==> src/rtl/video_pkg.sv <==
// Shared video constants and the blitter state encoding.
package video_pkg;
    localparam int SCREEN_W = 640;
    localparam int SCREEN_H = 480;
    localparam int IDX_W    = 4;

    typedef enum logic [1:0] {
        IDLE,
        RUN,
        FLUSH,
        DONE
    } blit_state_t;
endpackage

==> src/rtl/sprite_rom.sv <==
// Synchronous sprite ROM, one palette index per address, 1-cycle read latency.
// INIT is the flattened .mem image: entry a lives at bits [a*IDX_W +: IDX_W].
module sprite_rom
    import video_pkg::*;
#(
    parameter int                       DEPTH = 4096,
    parameter int                       AW    = 12,
    parameter logic [DEPTH*IDX_W-1:0]   INIT  = '0
) (
    input  logic             clk,
    input  logic [AW-1:0]    addr,
    output logic [IDX_W-1:0] data
);

    always_ff @(posedge clk) begin
        data <= INIT[addr*IDX_W +: IDX_W];
    end

endmodule

==> src/rtl/sprite_blitter.sv <==
// Sprite blitter: streams one ROM sprite into the framebuffer, one pixel per
// cycle, with transparency and screen-edge clipping.
module sprite_blitter
    import video_pkg::*;
#(
    parameter int                                SPR_W      = 32,
    parameter int                                SPR_H      = 32,
    parameter logic [IDX_W-1:0]                  TRANSP_IDX = 4'h0,
    parameter logic [4*SPR_W*SPR_H*IDX_W-1:0]    ROM_INIT   = '0
) (
    input  logic             clk,
    input  logic             rst_n,
    input  logic             start,
    input  logic [9:0]       sprite_x,
    input  logic [8:0]       sprite_y,
    input  logic [1:0]       sprite_id,
    output logic             busy,
    output logic             done,
    output logic             fb_we,
    output logic [9:0]       fb_write_x,
    output logic [8:0]       fb_write_y,
    output logic [IDX_W-1:0] fb_write_index
);

    localparam int CW = $clog2(SPR_W);
    localparam int RW = $clog2(SPR_H);
    localparam int PW = CW + RW;
    localparam int AW = PW + 2;

    blit_state_t      state, state_nx;
    logic [PW-1:0]    pix_cnt;
    logic [9:0]       org_x;
    logic [8:0]       org_y;
    logic [1:0]       id_q;
    logic [CW-1:0]    col_s1;
    logic [RW-1:0]    row_s1;
    logic [1:0]       vld_pipe;
    logic             keep_q;
    logic [IDX_W-1:0] rom_data;
    logic [10:0]      px_x;
    logic [9:0]       px_y;
    logic             keep;

    sprite_rom #(
        .DEPTH (4 * SPR_W * SPR_H),
        .AW    (AW),
        .INIT  (ROM_INIT)
    ) u_rom (
        .clk  (clk),
        .addr ({id_q, pix_cnt}),
        .data (rom_data)
    );

    // Coordinates are widened so off-screen pixels clip instead of wrapping.
    assign px_x  = {1'b0, org_x} + 11'(col_s1);
    assign px_y  = {1'b0, org_y} + 10'(row_s1);
    assign keep  = (rom_data != TRANSP_IDX) && (px_x < 11'(SCREEN_W)) && (px_y < 10'(SCREEN_H));
    assign fb_we = vld_pipe[1] & keep_q;

    always_comb begin
        state_nx = state;
        busy     = (state != IDLE);
        done     = (state == DONE);
        case (state)
            IDLE:    if (start) state_nx = RUN;
            RUN:     if (pix_cnt == '1) state_nx = FLUSH;
            FLUSH:   if (!vld_pipe[0]) state_nx = DONE;
            DONE:    state_nx = IDLE;
            default: state_nx = IDLE;
        endcase
    end

    always_ff @(posedge clk) begin
        if (!rst_n) begin
            state          <= IDLE;
            pix_cnt        <= '0;
            org_x          <= '0;
            org_y          <= '0;
            id_q           <= '0;
            col_s1         <= '0;
            row_s1         <= '0;
            vld_pipe       <= '0;
            keep_q         <= 1'b0;
            fb_write_x     <= '0;
            fb_write_y     <= '0;
            fb_write_index <= '0;
        end else begin
            state <= state_nx;
            if (state == IDLE && start) begin
                org_x   <= sprite_x;
                org_y   <= sprite_y;
                id_q    <= sprite_id;
                pix_cnt <= '0;
            end else if (state == RUN) begin
                pix_cnt <= pix_cnt + 1'b1;
            end
            // Stage 1 tracks the ROM read; stage 2 is the registered fb write.
            vld_pipe <= {vld_pipe[0], state == RUN};
            col_s1   <= pix_cnt[CW-1:0];
            row_s1   <= pix_cnt[PW-1:CW];
            if (vld_pipe[0]) begin
                fb_write_x     <= px_x[9:0];
                fb_write_y     <= px_y[8:0];
                fb_write_index <= rom_data;
                keep_q         <= keep;
            end else begin
                keep_q         <= 1'b0;
            end
        end
    end

endmodule

==> config.mk <==
export PLATFORM = sky130hd
export DESIGN_NAME = sprite_blitter
export DESIGN_NICKNAME = d
export VERILOG_FILES = /design/src/rtl/video_pkg.sv /design/src/rtl/sprite_rom.sv /design/src/rtl/sprite_blitter.sv
export SDC_FILE = /design/constraint.sdc
export NUM_CORES = 1
export LEC_CHECK = 0
export ABC_AREA = 0
export BUFFER_PORTS_ARGS = -buffer_cell sky130_fd_sc_hd__buf_2
export CAP_MARGIN = 40
export CORE_ASPECT_RATIO = 0.6
export CORE_MARGIN = 3
export CORE_UTILIZATION = 40
export CTS_CLUSTER_DIAMETER = 30
export DETAILED_ROUTE_END_ITERATION = 10
export HOLD_SLACK_MARGIN = 0.06
export PLACE_DENSITY = 0.64
export SLEW_MARGIN = 20
export SYNTH_ARGS = -nofsm -noshare
export SYNTH_HDL_FRONTEND = slang
export SYNTH_HIERARCHICAL = 1
export SYNTH_SLANG_ARGS = --single-unit
==> constraint.sdc <==
create_clock -name clk -period 2.3 [get_ports clk]
set_input_delay 0.46 -clock clk [delete_from_list [all_inputs] [get_ports clk]]
set_output_delay 0.46 -clock clk [all_outputs]
set_load 0.02 [all_outputs]
==> metrics.cfg, run 1 <==
[synthesis]
syn_inst=340
synth.cell_area_mm2=0.00303
yosys_warnings=6
avgSynthCellArea_um2=8.90

[clock_tree]
clkSinkCount=67
htreeDepth=3
tritoncts=built
cts.clk_slew.worst_paths_ns=0.05
clk_path_buf_depth=2
clock_latency_ns=0.32
cts_resized=0
cts_setup_buffers=0
cts_hold_buf=0
root_buffer=clkbuf_16
numCtsBuffers=9

[power]
vdd_ir_drop_max_v=0.000377
power_density_mw_per_mm2=1020
p_leak_nw=1.58

[global_routing]
grtUsageTotal=0.166
overflow=0
grt_max_degree=36
grt_pass1_wl_um=11300
antenna_found_initial=0
first_global_vias=2283

[floorplan]
fp.dieArea_mm2=0.00868
io_pins=50
start_util=0.433
die_h_um=73.4
row_count=23
core_mm2=0.00699
die_x_um=118

[setup_path]
r2r-start=org_x[0]
crit_type=reg -> reg
slowest_delay_ns=0.44
end_kind=flip-flop
critPathRequiredTime_ns=2.54
start_kind=flip-flop
arrival_ns=2.31
cp_max_fo=4
startpoint=org_x[0]
slowest_stage=fa_1
path_cells=ha_1 > fa_1 > a211o_1 > and3_1 > o21ai_1 > xor2_1 > a211oi_1

[cells_and_area]
drive_above_1_share=0.181
layout.nets=429
diodes=0
mostFrequentLayoutCell=dfxtp_1
fin_util=0.522
final_cells=492
syn_to_final_growth_pct=20.6
nFillCells=651
final_cell_mix=dfxtp_1, nand2_1, buf_2

[timing]
period_minus_slack_ns=2.07
fmax_mhz=482
slew_viol_final=0
finalSetupViolCount=0
period_share=0.902
hold_ws_ns=0.371
rsz0062_at_grt=no
skew_ns=0.00480
tns_ns=0
finalHoldViolations=0

[placement]
dpl.hpwl_um=4850
io_buffer_count=47
routabilityCongestion=0.885
dp.cells=476

[detailed_routing]
ant_nets=0
vias_per_cell=4.93
firstDrtPassIters=4
drt_wl_total_um=6680
route.detailed.wl_per_inst_um=13.6
drc=0
initialDrtViolationCount=177
num_vias=2424

[worst_hold_path]
min_from=sprite_y[3]
hold_class=in -> reg

[run]
max_cap_viol_count=0

[outcome]
status=finished, final reports clean

==> through the flow <==
stage / total power, mW / instance area [um2] / worst slack [ns]
global placement: 2.37 / 3350 / 0.280
finish: 3.71 / 3650 / 0.226
global route: 3.92 / 3650 / 0.138
detailed placement: 2.39 / 3350 / 0.249
floorplan: 2.11 / 3040 / 0.384
CTS: 3.75 / 3650 / 0.233
==> state kept, by name, indices dropped and copies added (netlist names) <==
signal	count
col_s1	5
pix_cnt	10
state	2
row_s1	5
keep_q	1
org_x	10
fb_write_y	9
fb_write_x	10
fb_write_index	4
vld_pipe	2
org_y	9
==> metal layers <==
layer | routed length [um] | up-vias | part of all wire | GRT usage
li1 | - | 1251 | - | -
met1 | 3550 | 1102 | 0.53 | 0.240
met2 | 2580 | 63 | 0.39 | 0.228
met3 | 473 | 8 | 0.071 | 0.0600
met4 | 78 | 0 | 0.012 | 0.0571
met5 | 0 | - | 0 | 0
==> critical path, delay by kind of cell (launching register included) <==
| kind | cells | cell delay [ns] |
|---|---|---|
| simple gates | 1 | 0.20 |
| xor+xnor | 1 | 0.08 |
| fa+ha+maj | 2 | 0.68 |
| compound gates | 3 | 0.73 |
| flops | 1 | 0.31 |
==> power breakdown <==
part	leakage (nW)	switching [mW]	internal, mW
clock	0.139	0.486	0.867
combinational	0.893	0.564	0.344
sequential	0.545	0.126	1.32
total	1.58	1.18	2.53
==> final timing paths <==
check             cells after the start             to  slack [ns]
hold reg to reg                       2       org_y[4]        0.46
setup reg to reg                      7  fb_write_x[6]        0.23
setup / recovery                      7  fb_write_x[6]        0.23
hold / removal                        3       org_y[3]        0.37
==> layout make-up <==
cell class	instances	area, um2	share of cell area
clock buffer	12	246	0.0676
clock inverter	4	50.0	0.0137
inverter	7	26.3	0.00720
multi-input combinational	249	1580	0.433
sequential	67	1340	0.368
tap	100	125	0.0343
timing repair buffer	53	280	0.0768
Power figures use the tool's default switching activity.
==> inputs of run 2 (changes only) <==
--- a/config.mk
+++ b/config.mk
@@ -5,10 +5,10 @@
 export SDC_FILE = /design/constraint.sdc
 export NUM_CORES = 1
 export LEC_CHECK = 0
-export ABC_AREA = 0
+export ABC_AREA = 1
 export BUFFER_PORTS_ARGS = -buffer_cell sky130_fd_sc_hd__buf_2
 export CAP_MARGIN = 40
-export CORE_ASPECT_RATIO = 0.6
+export CORE_ASPECT_RATIO = 1.5
 export CORE_MARGIN = 3
 export CORE_UTILIZATION = 40
 export CTS_CLUSTER_DIAMETER = 30
@@ -18,5 +18,4 @@
 export SLEW_MARGIN = 20
 export SYNTH_ARGS = -nofsm -noshare
 export SYNTH_HDL_FRONTEND = slang
-export SYNTH_HIERARCHICAL = 1
 export SYNTH_SLANG_ARGS = --single-unit
==> run 2 against run 1 <==
Against the previous run: die area shrank 1.8%; count of clock-buffer cells in the layout is the same; first-iteration DRC count shrank 29%; combinational power down 2.3%; sequential cell count down 6; critical endpoint is now fb_write_x[8].
==> metrics.cfg, run 2 <==
[global_routing]
overflow=0  ; unchanged
antenna_found_initial=0  ; unchanged
grt_pass1_wl_um=10600  ; was 11300 um
grtUsageTotal=0.155  ; was 0.166
first_global_vias=2448  ; was 2283
grt_max_degree=39  ; was 36

[cells_and_area]
drive_above_1_share=0.148  ; was 0.181
syn_to_final_growth_pct=16.3  ; was 20.6%
final_cell_mix=nand2_1, nor2_1, inv_1, dfxtp_1, buf_2  ; was dfxtp_1, nand2_1, buf_2
nFillCells=733  ; was 651
mostFrequentLayoutCell=nand2_1  ; was dfxtp_1
layout.nets=508  ; was 429
diodes=0  ; unchanged
largestRegisters=fb_write_x (10), org_x (10), pix_cnt (10)  ; unchanged

[clock_tree]
numCtsBuffers=9  ; unchanged
tritoncts=built  ; unchanged
clock_latency_ns=0.34  ; was 0.32 ns
cts_resized=0  ; unchanged
cts.clk_slew.worst_paths_ns=0.07  ; was 0.05 ns
cts_setup_buffers=0  ; unchanged
cts_hold_buf=0  ; unchanged
clk_path_buf_depth=2  ; unchanged
clkSinkCount=61  ; was 67
root_buffer=clkbuf_8  ; was clkbuf_16
htreeDepth=3  ; unchanged

[synthesis]
yosys_warnings=0  ; was 6
synth.cell_area_mm2=0.00297  ; was 0.00303 mm2
synth_cell_type_count=29
post-synth-top-count-cell=nand2_1
syn_inst=423  ; was 340
synth_top_area_cell=dfxtp_1
avgSynthCellArea_um2=7.02  ; was 8.90 um2
yosys-top-cells-area=dfxtp_1, nand2_1, nor2_1, inv_1, ha_1
yosysTopAreaCellShare=0.411
yosysSeqAreaShare=0.411
synth_seq_cells=61
synth-edff-count=0
synthTopCellsByCount=nand2_1, nor2_1, dfxtp_1, inv_1, o21ai_0
synth_flop_cell=dfxtp_1
async_flop_share=0

[setup_path]
path_cells=ha_1 > inv_1 > fa_1 > nor2_1 > nand2_1 > nand2_1 > nand2_1 > nand3_1 > nand2_1 > nor2_1 > nor2_1  ; was ha_1 > fa_1 > a211o_1 > and3_1 > o21ai_1 > xor2_1 > a211oi_1
end_kind=flip-flop  ; unchanged
start_kind=flip-flop  ; unchanged
rrSetupSlack_ns=0.53  ; was 0.23 ns
r2r-start=org_x[0]  ; unchanged
arrival_ns=2.00  ; was 2.31 ns
rr_worst_depth=11  ; was 7
cp_max_fo=3  ; was 4
slowest_stage=fa_1  ; unchanged
crit_type=reg -> reg  ; unchanged
slowest_delay_ns=0.41  ; was 0.44 ns
cp_common_cell=nand2_1
r2r-end=fb_write_x[8]  ; was fb_write_x[6]
critPathRequiredTime_ns=2.53  ; was 2.54 ns

[detailed_routing]
route.detailed.wl_per_inst_um=10.5  ; was 13.6 um
drc=0  ; unchanged
vias_per_cell=4.56  ; was 4.93
drt_wl_total_um=6000  ; was 6680 um
ant_nets=0  ; unchanged
firstDrtPassIters=4  ; unchanged
num_vias=2595  ; was 2424
initialDrtViolationCount=126  ; was 177

[timing]
finalHoldViolations=0  ; unchanged
max_slew_margin=0.572
period_share=0.768  ; was 0.902
tightestPinTransition_ns=0.641
finalSetupViolCount=0  ; unchanged
hold_ws_ns=0.371  ; about the same
period_minus_slack_ns=1.77  ; was 2.07 ns
slew_viol_final=0  ; unchanged
worst_slack_ns=0.533  ; was 0.226 ns
skew_ns=0.00363  ; was 0.00480 ns
rsz0062_at_grt=no  ; unchanged
tns_ns=0  ; unchanged
fmax_mhz=566  ; was 482 MHz

[floorplan]
fp.dieArea_mm2=0.00852  ; was 0.00868 mm2
core_mm2=0.00704  ; was 0.00699 mm2
start_util=0.422  ; was 0.433
row_count=37  ; was 23
io_pins=50  ; unchanged
die_x_um=76.4  ; was 118 um
die_h_um=112  ; was 73.4 um

[power]
vdd_ir_drop_max_v=0.000355  ; was 0.000377 V
power_mw=3.22  ; was 3.71 mW
power_density_mw_per_mm2=933  ; was 1020 mW/mm2
p_leak_nw=1.78  ; was 1.58 nW

[placement]
io_buffer_count=42  ; was 47
pre_cts_ws_ns=0.546  ; was 0.249 ns
dpl.hpwl_um=4470  ; was 4850 um
routabilityCongestion=0.792  ; was 0.885

[worst_hold_path]
hold_class=in -> reg  ; unchanged
holdPathEnd=org_x[8]  ; was org_y[3]
whs_path_depth=3  ; unchanged
min_from=sprite_x[8]  ; was sprite_y[3]

[run]
max_cap_viol_count=0  ; unchanged

[outcome]
status=finished, final reports clean  ; unchanged

==> run 2: worst max path at each step <==
stage | cells past startpoint | slack (ns) | to | from
after floorplan | 11 | 0.73 | fb_write_x[8] | org_x[0]
after global routing | 11 | 0.34 | fb_write_x[8] | org_x[0]
after global placement | 11 | 0.57 | fb_write_x[8] | org_x[0]
after detailed placement | 11 | 0.55 | fb_write_x[8] | org_x[0]
final | 11 | 0.53 | fb_write_x[8] | org_x[0]
after CTS | 11 | 0.53 | fb_write_x[8] | org_x[0]
==> run 2: power by group <==
part / switching [mW] / internal, mW
registers: 0.160 / 1.25
logic: 0.564 / 0.323
clock network: 0.403 / 0.527
==> run 2: routing by layer <==
layer	routed length, um	vias to the layer above	track usage
met1	2640	1137	0.171
li1	-	1395	-
met4	193	0	0.0992
met2	2960	49	0.271
met3	202	14	0.0275
met5	0	-	0
==> run 2: logic make-up (layout without fill, tap and decap cells) <==
| kind of cell | count (synthesis) | after routing | share of synthesized area |
|---|---|---|---|
| and+or+nand+nor | 200 | 200 | 0.284 |
| buffers and inverters | 79 | 124 | 0.107 |
| DFF | 61 | 61 | 0.411 |
| AOI/OAI and AO/OA | 59 | 59 | 0.102 |
| adders and majority gates | 17 | 17 | 0.0767 |
| xor gates and xnor gates | 6 | 6 | 0.0177 |
| other | 1 | 5 | 0.00126 |
==> run 2: worst max-delay path: cells and delay by family (launching register included) <==
kind	cells	cell delay, ns
adders and majority gates	2	0.61
buffers and inverters	1	0.07
and+or+nand+nor	8	0.65
DFF	1	0.33
==> run 2: area by class of cell <==
cell class | count | area (um2) | share of cell area
clock buffer | 12 | 145 | 0.0420
clock inverter | 4 | 47.5 | 0.0138
inverter | 62 | 233 | 0.0674
multi-input combinational | 287 | 1450 | 0.418
sequential | 61 | 1220 | 0.354
tap | 97 | 121 | 0.0351
timing repair buffer | 46 | 240 | 0.0696
==> run 2: through the flow <==
stage	utilization	cell area, um2	cells
2_1_floorplan	-	2990	427
3_3_place_gp	0.463	3260	553
3_5_place_dp	0.463	3260	553
4_1_cts	0.491	3450	569
5_1_grt	0.491	3450	569
6_report	0.491	3450	569
